==> src/rtl/wb_retire_multi_if.sv <==
// Types and port bundle for the multi-lane writeback/retire stage.
//   wb_retire_multi_pkg : MEM/WB record (mem_wb_t), trap info (trap_t), RVFI record (rvfi_t).
//   wb_retire_multi_if  : MEM/WB lanes and CSR masks in; regfile, CSR, trap, instret and RVFI out.
//   master drives the pipeline side; slave is the retire stage.
package wb_retire_multi_pkg;

    typedef enum logic [1:0] {
        ALU_RESULT      = 2'd0,
        MEM_DATA        = 2'd1,
        NEXT_INSTR_ADDR = 2'd2,
        CSR_READ_DATA   = 2'd3
    } result_sel_e;

    typedef struct packed {
        logic        valid;
        logic [31:0] cause;
    } trap_t;

    typedef struct packed {
        logic        valid;
        logic [31:0] pc;
        logic [31:0] insn;
        logic [4:0]  rd_addr;
        logic [11:0] csr_addr;
        result_sel_e result_sel;
        logic [31:0] alu_csr_result;
        logic [31:0] load_rdata;
        logic [31:0] pc_plus_4;
        logic [31:0] csr_rdata;
        logic [31:0] csr_wdata;
        trap_t       carried_trap;
    } mem_wb_t;

    typedef struct packed {
        logic        valid;
        logic [31:0] insn;
        logic [31:0] pc_rdata;
        logic [4:0]  rd_addr;
        logic [31:0] rd_wdata;
        logic [11:0] csr_addr;
        logic [31:0] csr_wdata;
        logic [31:0] csr_wmask;
        logic [31:0] csr_rmask;
        trap_t       trap;
    } rvfi_t;

endpackage

interface wb_retire_multi_if #(
    parameter int unsigned NRET    = 2,
    parameter int unsigned ORDER_W = 64
);
    import wb_retire_multi_pkg::*;

    localparam int unsigned TL_W  = (NRET > 1) ? $clog2(NRET) : 1;
    localparam int unsigned INC_W = $clog2(NRET + 1);

    mem_wb_t            wb_pipeline_q  [NRET];
    logic [31:0]        wb_csr_rmask_i;
    logic [31:0]        wb_csr_wmask_i;
    logic [4:0]         wb_rd_addr_o   [NRET];
    logic [31:0]        wb_rd_wdata_o  [NRET];
    logic [11:0]        wb_csr_addr_o;
    logic [31:0]        wb_csr_wdata_o;
    logic               wb_trap_valid_o;
    logic [TL_W-1:0]    wb_trap_lane_o;
    logic [INC_W-1:0]   wb_instret_inc_o;
    rvfi_t              rvfi_o         [NRET];
    logic [ORDER_W-1:0] rvfi_order_o   [NRET];

    modport master (
        output wb_pipeline_q, wb_csr_rmask_i, wb_csr_wmask_i,
        input  wb_rd_addr_o, wb_rd_wdata_o, wb_csr_addr_o, wb_csr_wdata_o,
               wb_trap_valid_o, wb_trap_lane_o, wb_instret_inc_o, rvfi_o, rvfi_order_o
    );

    modport slave (
        input  wb_pipeline_q, wb_csr_rmask_i, wb_csr_wmask_i,
        output wb_rd_addr_o, wb_rd_wdata_o, wb_csr_addr_o, wb_csr_wdata_o,
               wb_trap_valid_o, wb_trap_lane_o, wb_instret_inc_o, rvfi_o, rvfi_order_o
    );

endinterface

==> src/rtl/wb_retire_multi.sv <==
// Multi-lane writeback/retire stage (lane 0 oldest).
//   clk_i, rst_ni : clock, asynchronous active-low reset.
//   bus (slave)   : MEM/WB lanes in; regfile/CSR/trap/instret (combinational) and RVFI (registered) out.
// Optional feature macro RVFI_EN: builds RVFI registers, order counter and CSR multiplicity check;
// without it rvfi_o / rvfi_order_o are tied to 0.
module wb_retire_multi
    import wb_retire_multi_pkg::*;
#(
    parameter int unsigned NRET    = 2,
    parameter int unsigned ORDER_W = 64
) (
    input  logic             clk_i,
    input  logic             rst_ni,
    wb_retire_multi_if.slave bus
);

    localparam int unsigned TL_W  = (NRET > 1) ? $clog2(NRET) : 1;
    localparam int unsigned INC_W = $clog2(NRET + 1);

    logic [NRET-1:0]        live_c;
    logic [NRET-1:0]        trap_c;
    logic [NRET-1:0]        commit_c;
    logic [NRET-1:0]        csr_sel_c;
    logic                   csr_multi_c;
    logic [NRET-1:0][4:0]   rd_c;
    logic [NRET-1:0][11:0]  csr_c;
    logic [NRET-1:0][31:0]  res_c;
    logic [NRET-1:0][4:0]   rf_addr_c;
    logic [NRET-1:0][31:0]  rf_wdata_c;
    logic [11:0]            csr_addr_c;
    logic [31:0]            csr_wdata_c;
    logic                   trap_valid_c;
    logic [TL_W-1:0]        trap_lane_c;
    logic [INC_W-1:0]       inc_c;

    // Lane qualification in program order, result select, CSR port and instret.
    always_comb begin
        logic seen_trap;
        logic csr_found;
        seen_trap    = 1'b0;
        csr_found    = 1'b0;
        csr_multi_c  = 1'b0;
        csr_addr_c   = '0;
        csr_wdata_c  = '0;
        trap_valid_c = 1'b0;
        trap_lane_c  = '0;
        inc_c        = '0;
        for (int k = 0; k < NRET; k++) begin
            live_c[k]    = bus.wb_pipeline_q[k].valid && !seen_trap;
            trap_c[k]    = live_c[k] && bus.wb_pipeline_q[k].carried_trap.valid;
            commit_c[k]  = live_c[k] && !bus.wb_pipeline_q[k].carried_trap.valid;
            if (bus.wb_pipeline_q[k].valid && bus.wb_pipeline_q[k].carried_trap.valid) begin
                seen_trap = 1'b1;
            end
            // only the first trapping lane can be live, so this fires at most once
            if (trap_c[k]) begin
                trap_valid_c = 1'b1;
                trap_lane_c  = TL_W'(k);
            end
            rd_c[k]  = commit_c[k] ? bus.wb_pipeline_q[k].rd_addr  : 5'd0;
            csr_c[k] = commit_c[k] ? bus.wb_pipeline_q[k].csr_addr : 12'd0;
            res_c[k] = '0;
            case (bus.wb_pipeline_q[k].result_sel)
                ALU_RESULT:      res_c[k] = bus.wb_pipeline_q[k].alu_csr_result;
                MEM_DATA:        res_c[k] = bus.wb_pipeline_q[k].load_rdata;
                NEXT_INSTR_ADDR: res_c[k] = bus.wb_pipeline_q[k].pc_plus_4;
                CSR_READ_DATA:   res_c[k] = bus.wb_pipeline_q[k].csr_rdata;
                default:         res_c[k] = '0;
            endcase
            csr_sel_c[k] = (csr_c[k] != 12'd0) && !csr_found;
            if ((csr_c[k] != 12'd0) && csr_found) begin
                csr_multi_c = 1'b1;
            end
            if (csr_sel_c[k]) begin
                csr_found   = 1'b1;
                csr_addr_c  = csr_c[k];
                csr_wdata_c = bus.wb_pipeline_q[k].csr_wdata;
            end
            if (commit_c[k]) begin
                inc_c = inc_c + INC_W'(1);
            end
        end
    end

    // WAW inside a group: a younger committing write to the same rd suppresses the older port.
    always_comb begin
        logic waw;
        for (int k = 0; k < NRET; k++) begin
            waw = 1'b0;
            for (int j = k + 1; j < NRET; j++) begin
                if ((rd_c[k] != 5'd0) && (rd_c[j] == rd_c[k])) begin
                    waw = 1'b1;
                end
            end
            rf_addr_c[k]  = waw ? 5'd0 : rd_c[k];
            rf_wdata_c[k] = (rf_addr_c[k] != 5'd0) ? res_c[k] : 32'd0;
        end
    end

    assign bus.wb_csr_addr_o    = csr_addr_c;
    assign bus.wb_csr_wdata_o   = csr_wdata_c;
    assign bus.wb_trap_valid_o  = trap_valid_c;
    assign bus.wb_trap_lane_o   = trap_lane_c;
    assign bus.wb_instret_inc_o = inc_c;

`ifdef RVFI_EN
    rvfi_t              rvfi_d       [NRET];
    rvfi_t              rvfi_q       [NRET];
    logic [ORDER_W-1:0] rvfi_order_d [NRET];
    logic [ORDER_W-1:0] rvfi_order_q [NRET];
    logic [ORDER_W-1:0] order_d;
    logic [ORDER_W-1:0] order_q;

    // RVFI records; non-live lanes are emitted as all-zero records.
    always_comb begin
        logic [ORDER_W-1:0] cnt;
        cnt = order_q;
        for (int k = 0; k < NRET; k++) begin
            rvfi_d[k]       = '0;
            rvfi_order_d[k] = '0;
            if (live_c[k]) begin
                rvfi_d[k].valid     = 1'b1;
                rvfi_d[k].insn      = bus.wb_pipeline_q[k].insn;
                rvfi_d[k].pc_rdata  = bus.wb_pipeline_q[k].pc;
                rvfi_d[k].rd_addr   = rd_c[k];
                rvfi_d[k].rd_wdata  = (rd_c[k] != 5'd0) ? res_c[k] : 32'd0;
                rvfi_d[k].csr_addr  = csr_c[k];
                rvfi_d[k].csr_wdata = (csr_c[k] != 12'd0) ? bus.wb_pipeline_q[k].csr_wdata : 32'd0;
                if (csr_sel_c[k]) begin
                    rvfi_d[k].csr_wmask = bus.wb_csr_wmask_i;
                    rvfi_d[k].csr_rmask = bus.wb_csr_rmask_i;
                end
                if (trap_c[k]) begin
                    rvfi_d[k].trap = bus.wb_pipeline_q[k].carried_trap;
                end
                rvfi_order_d[k] = cnt;
                cnt             = cnt + ORDER_W'(1);
            end
        end
        order_d = cnt;
    end

    always_ff @(posedge clk_i or negedge rst_ni) begin
        if (!rst_ni) begin
            order_q <= '0;
            for (int k = 0; k < NRET; k++) begin
                rvfi_q[k]       <= '0;
                rvfi_order_q[k] <= '0;
            end
        end else begin
            order_q <= order_d;
            for (int k = 0; k < NRET; k++) begin
                rvfi_q[k]       <= rvfi_d[k];
                rvfi_order_q[k] <= rvfi_order_d[k];
            end
        end
    end

    // Issue guarantees at most one CSR-writing committing lane per group.
    assert property (@(posedge clk_i) disable iff (!rst_ni) !csr_multi_c);
`else
    logic unused_c;
    assign unused_c = ^{clk_i, rst_ni, bus.wb_csr_rmask_i, bus.wb_csr_wmask_i,
                        csr_multi_c, csr_sel_c, trap_c};
`endif

    for (genvar k = 0; k < NRET; k++) begin : g_lane
        assign bus.wb_rd_addr_o[k]  = rf_addr_c[k];
        assign bus.wb_rd_wdata_o[k] = rf_wdata_c[k];
`ifdef RVFI_EN
        assign bus.rvfi_o[k]        = rvfi_q[k];
        assign bus.rvfi_order_o[k]  = rvfi_order_q[k];
`else
        logic unused_lane_c;
        assign unused_lane_c        = ^{bus.wb_pipeline_q[k].pc, bus.wb_pipeline_q[k].insn,
                                        bus.wb_pipeline_q[k].carried_trap.cause};
        assign bus.rvfi_o[k]        = '0;
        assign bus.rvfi_order_o[k]  = '0;
`endif
    end

endmodule

==> src/flat_wrapper.sv <==
// flat-port wrapper written by rule: the top's interface ports become plain ports
module wb_retire_multi_flat import wb_retire_multi_pkg::*;
#(
    parameter int unsigned NRET    = 2,
    parameter int unsigned ORDER_W = 64
)
  (clk_i, rst_ni, bus_wb_pipeline_q, bus_wb_csr_rmask_i, bus_wb_csr_wmask_i, bus_wb_rd_addr_o, bus_wb_rd_wdata_o, bus_wb_csr_addr_o, bus_wb_csr_wdata_o, bus_wb_trap_valid_o, bus_wb_trap_lane_o, bus_wb_instret_inc_o, bus_rvfi_o, bus_rvfi_order_o);
  wb_retire_multi_if #(.NRET(NRET), .ORDER_W(ORDER_W)) bus_i ();
  input  logic clk_i;
  input  logic rst_ni;
  input wire logic [$bits(bus_i.wb_pipeline_q)-1:0] bus_wb_pipeline_q;
  input wire logic [$bits(bus_i.wb_csr_rmask_i)-1:0] bus_wb_csr_rmask_i;
  input wire logic [$bits(bus_i.wb_csr_wmask_i)-1:0] bus_wb_csr_wmask_i;
  output wire logic [$bits(bus_i.wb_rd_addr_o)-1:0] bus_wb_rd_addr_o;
  output wire logic [$bits(bus_i.wb_rd_wdata_o)-1:0] bus_wb_rd_wdata_o;
  output wire logic [$bits(bus_i.wb_csr_addr_o)-1:0] bus_wb_csr_addr_o;
  output wire logic [$bits(bus_i.wb_csr_wdata_o)-1:0] bus_wb_csr_wdata_o;
  output wire logic [$bits(bus_i.wb_trap_valid_o)-1:0] bus_wb_trap_valid_o;
  output wire logic [$bits(bus_i.wb_trap_lane_o)-1:0] bus_wb_trap_lane_o;
  output wire logic [$bits(bus_i.wb_instret_inc_o)-1:0] bus_wb_instret_inc_o;
  output wire logic [$bits(bus_i.rvfi_o)-1:0] bus_rvfi_o;
  output wire logic [$bits(bus_i.rvfi_order_o)-1:0] bus_rvfi_order_o;
  assign bus_i.wb_pipeline_q = {>>{bus_wb_pipeline_q}};
  assign bus_i.wb_csr_rmask_i = bus_wb_csr_rmask_i;
  assign bus_i.wb_csr_wmask_i = bus_wb_csr_wmask_i;
  assign bus_wb_rd_addr_o = {>>{bus_i.wb_rd_addr_o}};
  assign bus_wb_rd_wdata_o = {>>{bus_i.wb_rd_wdata_o}};
  assign bus_wb_csr_addr_o = bus_i.wb_csr_addr_o;
  assign bus_wb_csr_wdata_o = bus_i.wb_csr_wdata_o;
  assign bus_wb_trap_valid_o = bus_i.wb_trap_valid_o;
  assign bus_wb_trap_lane_o = bus_i.wb_trap_lane_o;
  assign bus_wb_instret_inc_o = bus_i.wb_instret_inc_o;
  assign bus_rvfi_o = {>>{bus_i.rvfi_o}};
  assign bus_rvfi_order_o = {>>{bus_i.rvfi_order_o}};
  wb_retire_multi #(.NRET(NRET), .ORDER_W(ORDER_W)) u_core (.clk_i(clk_i), .rst_ni(rst_ni), .bus(bus_i));
endmodule
==> config.mk <==
export PLATFORM = sky130hd
export DESIGN_NAME = wb_retire_multi_flat
export DESIGN_NICKNAME = d
export VERILOG_FILES = /design/src/rtl/wb_retire_multi_if.sv /design/src/rtl/wb_retire_multi.sv /design/src/flat_wrapper.sv
export SDC_FILE = /design/constraint.sdc
export NUM_CORES = 1
export LEC_CHECK = 0
export ABC_AREA = 0
export CAP_MARGIN = 20
export CORE_AREA = 2 2 529 531
export DETAILED_ROUTE_END_ITERATION = 10
export DIE_AREA = 0 0 531 533
export GPL_TIMING_DRIVEN = 1
export PLACE_DENSITY_LB_ADDON = 0.3
export SLEW_MARGIN = 5
export SYNTH_ARGS = -nofsm -noshare
export SYNTH_HDL_FRONTEND = slang
export SYNTH_SLANG_ARGS = --single-unit
==> constraint.sdc <==
create_clock -name vclk -period 1.82
set_clock_uncertainty 0.05 [all_clocks]
set_input_delay 0.273 -clock vclk [all_inputs]
set_output_delay 0.273 -clock vclk [all_outputs]
set_load 0.005 [all_outputs]
==> impl_results.md, run 1 <==
- Largest net degree at the start of global routing: 33
- Top achievable clock speed: 411 MHz
- Total GRT Usage: under 10%
- Final setup TNS: -47.35 ns
- Final period util: 134%
- RD Place Congestion: just over 0.8
- Top cells by count, synth: buf_4 (614), mux4_2 (64), a22o_1 (44), nor2b_1 (33), a21boi_0 (29)
- Fin nets: about 2,100
- Register area: 0 um^2
- Setup Slack @ Placement: -1.74 ns
- First-pass GRT wire length: 82.9 mm
- Num sequential: 0
- DR pass1 iterations: 4
- Max-cap viol count: 0
- Top-area cell type share of the netlist area: 61.8%
- Post-synth top area cell: buf_4
- Pwr Density: 198 nW/um^2
- Design Power: roughly 3.4 mW
- Final Max Slew Viols: 0
- Max IR drop VDD: slightly above 0.1 mV
- Die area: approximately 280,000 um^2
- Unrepaired setup endpoints after global routing: true
- Setup WS post-layout: -0.613 ns
- Critical Path RT: roughly 1.5 ns
- Via Count: between 6,000 and 7,000
- Die Wd: between 500 and 600 um
- Design area: between 15,000 and 20,000 um^2
- Synth unique cells: 38
- Syn Std Cell Area: 7460 um^2
- Placeable Area: around 280,000 um^2
- Failing checks: setup timing
- Final Util: approximately 6.2%
- Setup crit end kind: output pin
- Die H: 533 um
- Part of the Yosys area used for sequential elements: 0%
- PortBufs: roughly 480
- Most common cell in the netlist: buf_4
- DR iter-0 viols: roughly 160
- Max FO, Critical Path: 6
- CLK BUF: 0
- Detailed placement HPWL: about 70 mm
- # setup viols final: about 110
- FP Rows: a little under 200
- Vias in the first global route: between 6,000 and 7,000
- Placement Cell Area: 16,200 um^2
- Multi-input logic area: ~5600 um^2
- Detail Route Antenna Nets: 0
- Layout area overhead: 132%
- Initial Utilization: around 2.7%
- Mapped Cells: about 900
- Syn_area_per_cell: between 8 and 9 um^2
- Remaining DRCs: 0
- Ys Warns: 0
- Fillcell total: around 33,000
- Worst hold path class: primary input to output pin
- Startpoint Class: primary input
- Final hold violations: 0
- Post-CTS Hold Fix Bufs: 0
- DRT Wirelength: between 70 and 80 mm
- Top Ports: around 1,400
- Top cells by area, synth: buf_4 (62%), mux4_2 (19%), a22o_1 (5.2%)
- Ratio of cells with drive above 1 in the final layout: 29.9%
- Total congestion overflow: 0
- Antenna violations before repair: 35
- Data arrival, critical path: between 2 and 2.5 ns
- WS Path Type: primary input to output pin
- Final min period: roughly 2.4 ns
- Outcome: finished with violations
- Leak: approximately 6.4 nW
- Via density: ~1.3
- Avg WL per Cell: approximately 14 um
## worst max-delay path, cell delays in order
cell and delay, ns:
buf_8 0.10, or3_4 0.41, a21oi_4 0.13, a31oi_1 0.05, o211ai_1 0.41, clkbuf_16 0.27
buf_12 0.14, buf_12 0.13, a21boi_4 0.06, buf_12 0.12
## final cells by class
| class | count | area share, % |
|---|---|---|
| multi-input combinational | 848 | 32.5 |
| antenna | 17 | 0.246 |
| inverter | 3 | 0.0723 |
| tap | 3724 | 26.9 |
| timing repair buffer | 623 | 40.2 |
## timing repair
item | 4_1_cts | 5_1_grt
pin swaps | 42 | 46
setup buffers | 28 | 25
gates resized for setup | 469 | 126
setup endpoints to repair | 121 | 114
gates cloned | 5 | 2
## logic make-up (layout without fill, tap and decap cells)
logic type	count (synthesis)	after routing	share of synthesized area, %
XOR/XNOR	2	2	0.235
buffers and inverters	650	626	64.2
adder cells (fa/ha/maj)	1	1	0.168
other	1	631	0.0503
AND/OR/NAND/NOR	74	74	5.86
AO/OA/AOI/OAI	93	93	10.2
multiplexers	64	64	19.3
## worst paths after layout
path                  slack (ns)  cells after the start              startpoint                    end
worst max-delay path       -0.61                     10  bus_wb_pipeline_q[486]  bus_wb_rd_wdata_o[34]
worst min-delay path        0.89                      3  bus_wb_pipeline_q[203]   bus_wb_csr_addr_o[8]
## placed cells by master, fill, tap and decap left out, types with 12 or more instances in the layout
cell type / instances
conb_1: 614
clkdlybuf4s50_1: 324
buf_12: 93
mux4_2: 64
buf_4: 64
buf_2: 56
buf_6: 44
a22o_1: 35
nor2b_4: 33
diode_2: 17
a21boi_2: 12
a21boi_1: 12
buf_8: 12
## through the flow
stage	instances	hold slack (ns)
after floorplan	1498	0.547
after global placement	5167	1.30
after detailed placement	5167	1.30
after CTS	5199	0.849
after global routing	5208	0.913
final	5215	0.889
## where the power goes
group,switching (mW),internal [mW]
registers,0,0
clock network,0,0.00000128
logic,1.57,1.85
total,1.57,1.85
## layer usage
metal,up-vias,global-route usage [%],wire [um]
met1,3150,5.27,27600
li1,2960,-,-
met3,68,4.05,14800
met2,773,6.81,28600
met5,-,0,27
met4,4,1.09,2370
Note: power is estimated with default switching activity, not from simulation.
==> run 2: changes to the inputs <==
==> constraint.sdc (replaced) <==
create_clock -name vclk -period 2.1
set_clock_uncertainty 0.05 [all_clocks]
set_input_delay 0.315 -clock vclk [all_inputs]
set_output_delay 0.315 -clock vclk [all_outputs]
set_load 0.005 [all_outputs]
==> run 2 against run 1 <==
Net effect: the flow still finishes with violations (setup timing); setup slack improved by 0.24 ns; first-iteration DRC count fell by 23%; utilization barely moved; via count rose by 0.42%; final cell count fell by 0.13%.
==> impl_results.md, run 2 (synthesis gave the netlist of run 1 again) <==
- Outcome: finished with violations
- Failing checks: setup timing
- Fillcell total: 32,700 (-0.14%)
- Final period util: 118%
- Die Wd: 531 um (unchanged)
- Worst hold path class: primary input to output pin
- Layout area overhead: 131%
- Design Power: 2.98 mW (-13%)
- Antenna violations before repair: 34 (-2.9%)
- Fin nets: 2,084 (-0.62%)
- Final Util: 6.19% (-0.033 points)
- Via Count: 6,984 (+0.42%)
- CP Buf/Inv Count: 7 (+2)
- Max IR drop VDD: 0.0844 mV (-17%)
- Placeable Area: 278,000 um^2 (unchanged)
- Critical path's slowest cell: a311oi_4
- CP max stage delay: 0.27 ns (-0.14 ns)
- Data arrival, critical path: 2.11 ns (about the same)
- RD Place Congestion: 0.856 (+4.7%)
- Critical Path RT: 1.74 ns (+0.24 ns)
- Delay-heaviest family, CP: buffers and inverters
- DR pass1 iterations: 4 (unchanged)
- Vias in the first global route: 6,769 (+1.1%)
- Num sequential: 0 (unchanged)
- Avg WL per Cell: 15.1 um (+6.9%)
- Remaining DRCs: 0 (unchanged)
- Detail Route Antenna Nets: 0 (unchanged)
- # setup viols final: 111 (-2.6%)
- Top achievable clock speed: around 400 MHz
- WS Path Type: primary input to output pin
- Post-CTS Hold Fix Bufs: 0 (unchanged)
- Final min period: about 2.5 ns
- Setup WS post-layout: -0.373 ns (+0.240 ns)
- Total GRT Usage: 5.04% (+0.29 points)
- Setup crit end kind: output pin
- Unrepaired setup endpoints after global routing: true
- First-pass GRT wire length: 87.2 mm (+5.2%)
- Die H: 533 um (unchanged)
- PortBufs: 484 (unchanged)
- Final hold violations: 0 (unchanged)
- DR iter-0 viols: 122 (-23%)
- DRT Wirelength: 78.4 mm (+6.8%)
- Leak: 6.33 nW (-1.5%)
- Max-cap viol count: 0 (unchanged)
- Via density: 1.34 (+0.55%)
- Top Ports: 1,356 (unchanged)
- Largest net degree at the start of global routing: 33 (unchanged)
- Pwr Density: 173 nW/um^2 (-12%)
- Max FO, Critical Path: 7 (+1)
- Register area: 0 um^2 (unchanged)
- Final Max Slew Viols: 0 (unchanged)
- Die area: 283,000 um^2 (unchanged)
- Most frequent cells in the layout: conb_1 (614), clkdlybuf4s50_1 (319), buf_12 (86)
- Critical path cell sequence: buf_8 > nor4_4 > buf_4 > nand3_2 > and2_4 > a311oi_4 > buf_6 > buf_12 > buf_12 > buf_12 > a22o_1 > buf_2
- Commonest non-fill, non-tap cell in the layout: conb_1
- Startpoint Class: primary input
- Detailed placement HPWL: 72.1 mm (+3.1%)
- FP Rows: 194 (unchanged)
- Total congestion overflow: 0 (unchanged)
- Initial Utilization: 2.68% (unchanged)
- CP dominant cell by count: buf_12
- Ratio of cells with drive above 1 in the final layout: 30.6% (+0.74 points)
- CLK BUF: 0 (unchanged)
[run 2: stage by stage]
step                cells  instance area [um^2]  setup slack, ns  setup TNS (ns)  hold slack [ns]
finish               5208                 17200           -0.373          -22.09            0.884
global route         5193                 17200           -0.457          -29.91            0.909
CTS                  5177                 16700           -0.451          -24.49            0.930
detailed placement   5132                 15800            -1.72          -94.73             1.37
global placement     5132                 15800            -1.73          -96.71             1.37
floorplan            1498                  9760            0.130               0            0.631
[run 2: path summary, 6_finish.rpt]
kind / startpoint / endpoint / slack [ns] / cells after the start
max: bus_wb_pipeline_q[479] / bus_wb_csr_wdata_o[4] / -0.37 / 12
min: bus_wb_pipeline_q[479] / bus_wb_csr_addr_o[7] / 0.88 / 3
[run 2: worst min-delay path, stage by stage]
cell and delay (ns):
buf_8 0.08, a22o_1 0.12, buf_2 0.11
[run 2: final cells by class]
| type | instances | area, um^2 | area share [%] |
|---|---|---|---|
| multi-input combinational | 848 | 5770 | 33.5 |
| tap | 3724 | 4660 | 27.1 |
| inverter | 3 | 13.8 | 0.0799 |
| antenna | 23 | 57.6 | 0.334 |
| timing repair buffer | 610 | 6720 | 39.0 |
[run 2: per-layer routing]
metal	share of wire [%]	wire length [um]	global-route usage (%)	vias to the layer above
li1	-	-	-	2942
met1	34	26400	4.80	3202
met2	39	30900	7.32	764
met3	23	18400	5.39	74
met4	3.5	2740	1.26	2
met5	0.015	12	0	-
[run 2: power breakdown]
part | switching (mW) | leakage (nW) | total (mW) | internal, mW
clock network | 0 | 0.000148 | 0.00000163 | 0.00000163
logic | 1.42 | 6.33 | 2.98 | 1.56
registers | 0 | 0 | 0 | 0
[run 2: timing repair]
item / in CTS / in global routing
endpoints found under the hold margin: 0 / 0
cloned: 8 / 4
gates resized for setup: 534 / 107
pin swaps: 54 / 60
buffers inserted: 41 / 12
setup endpoints to repair: 119 / 113
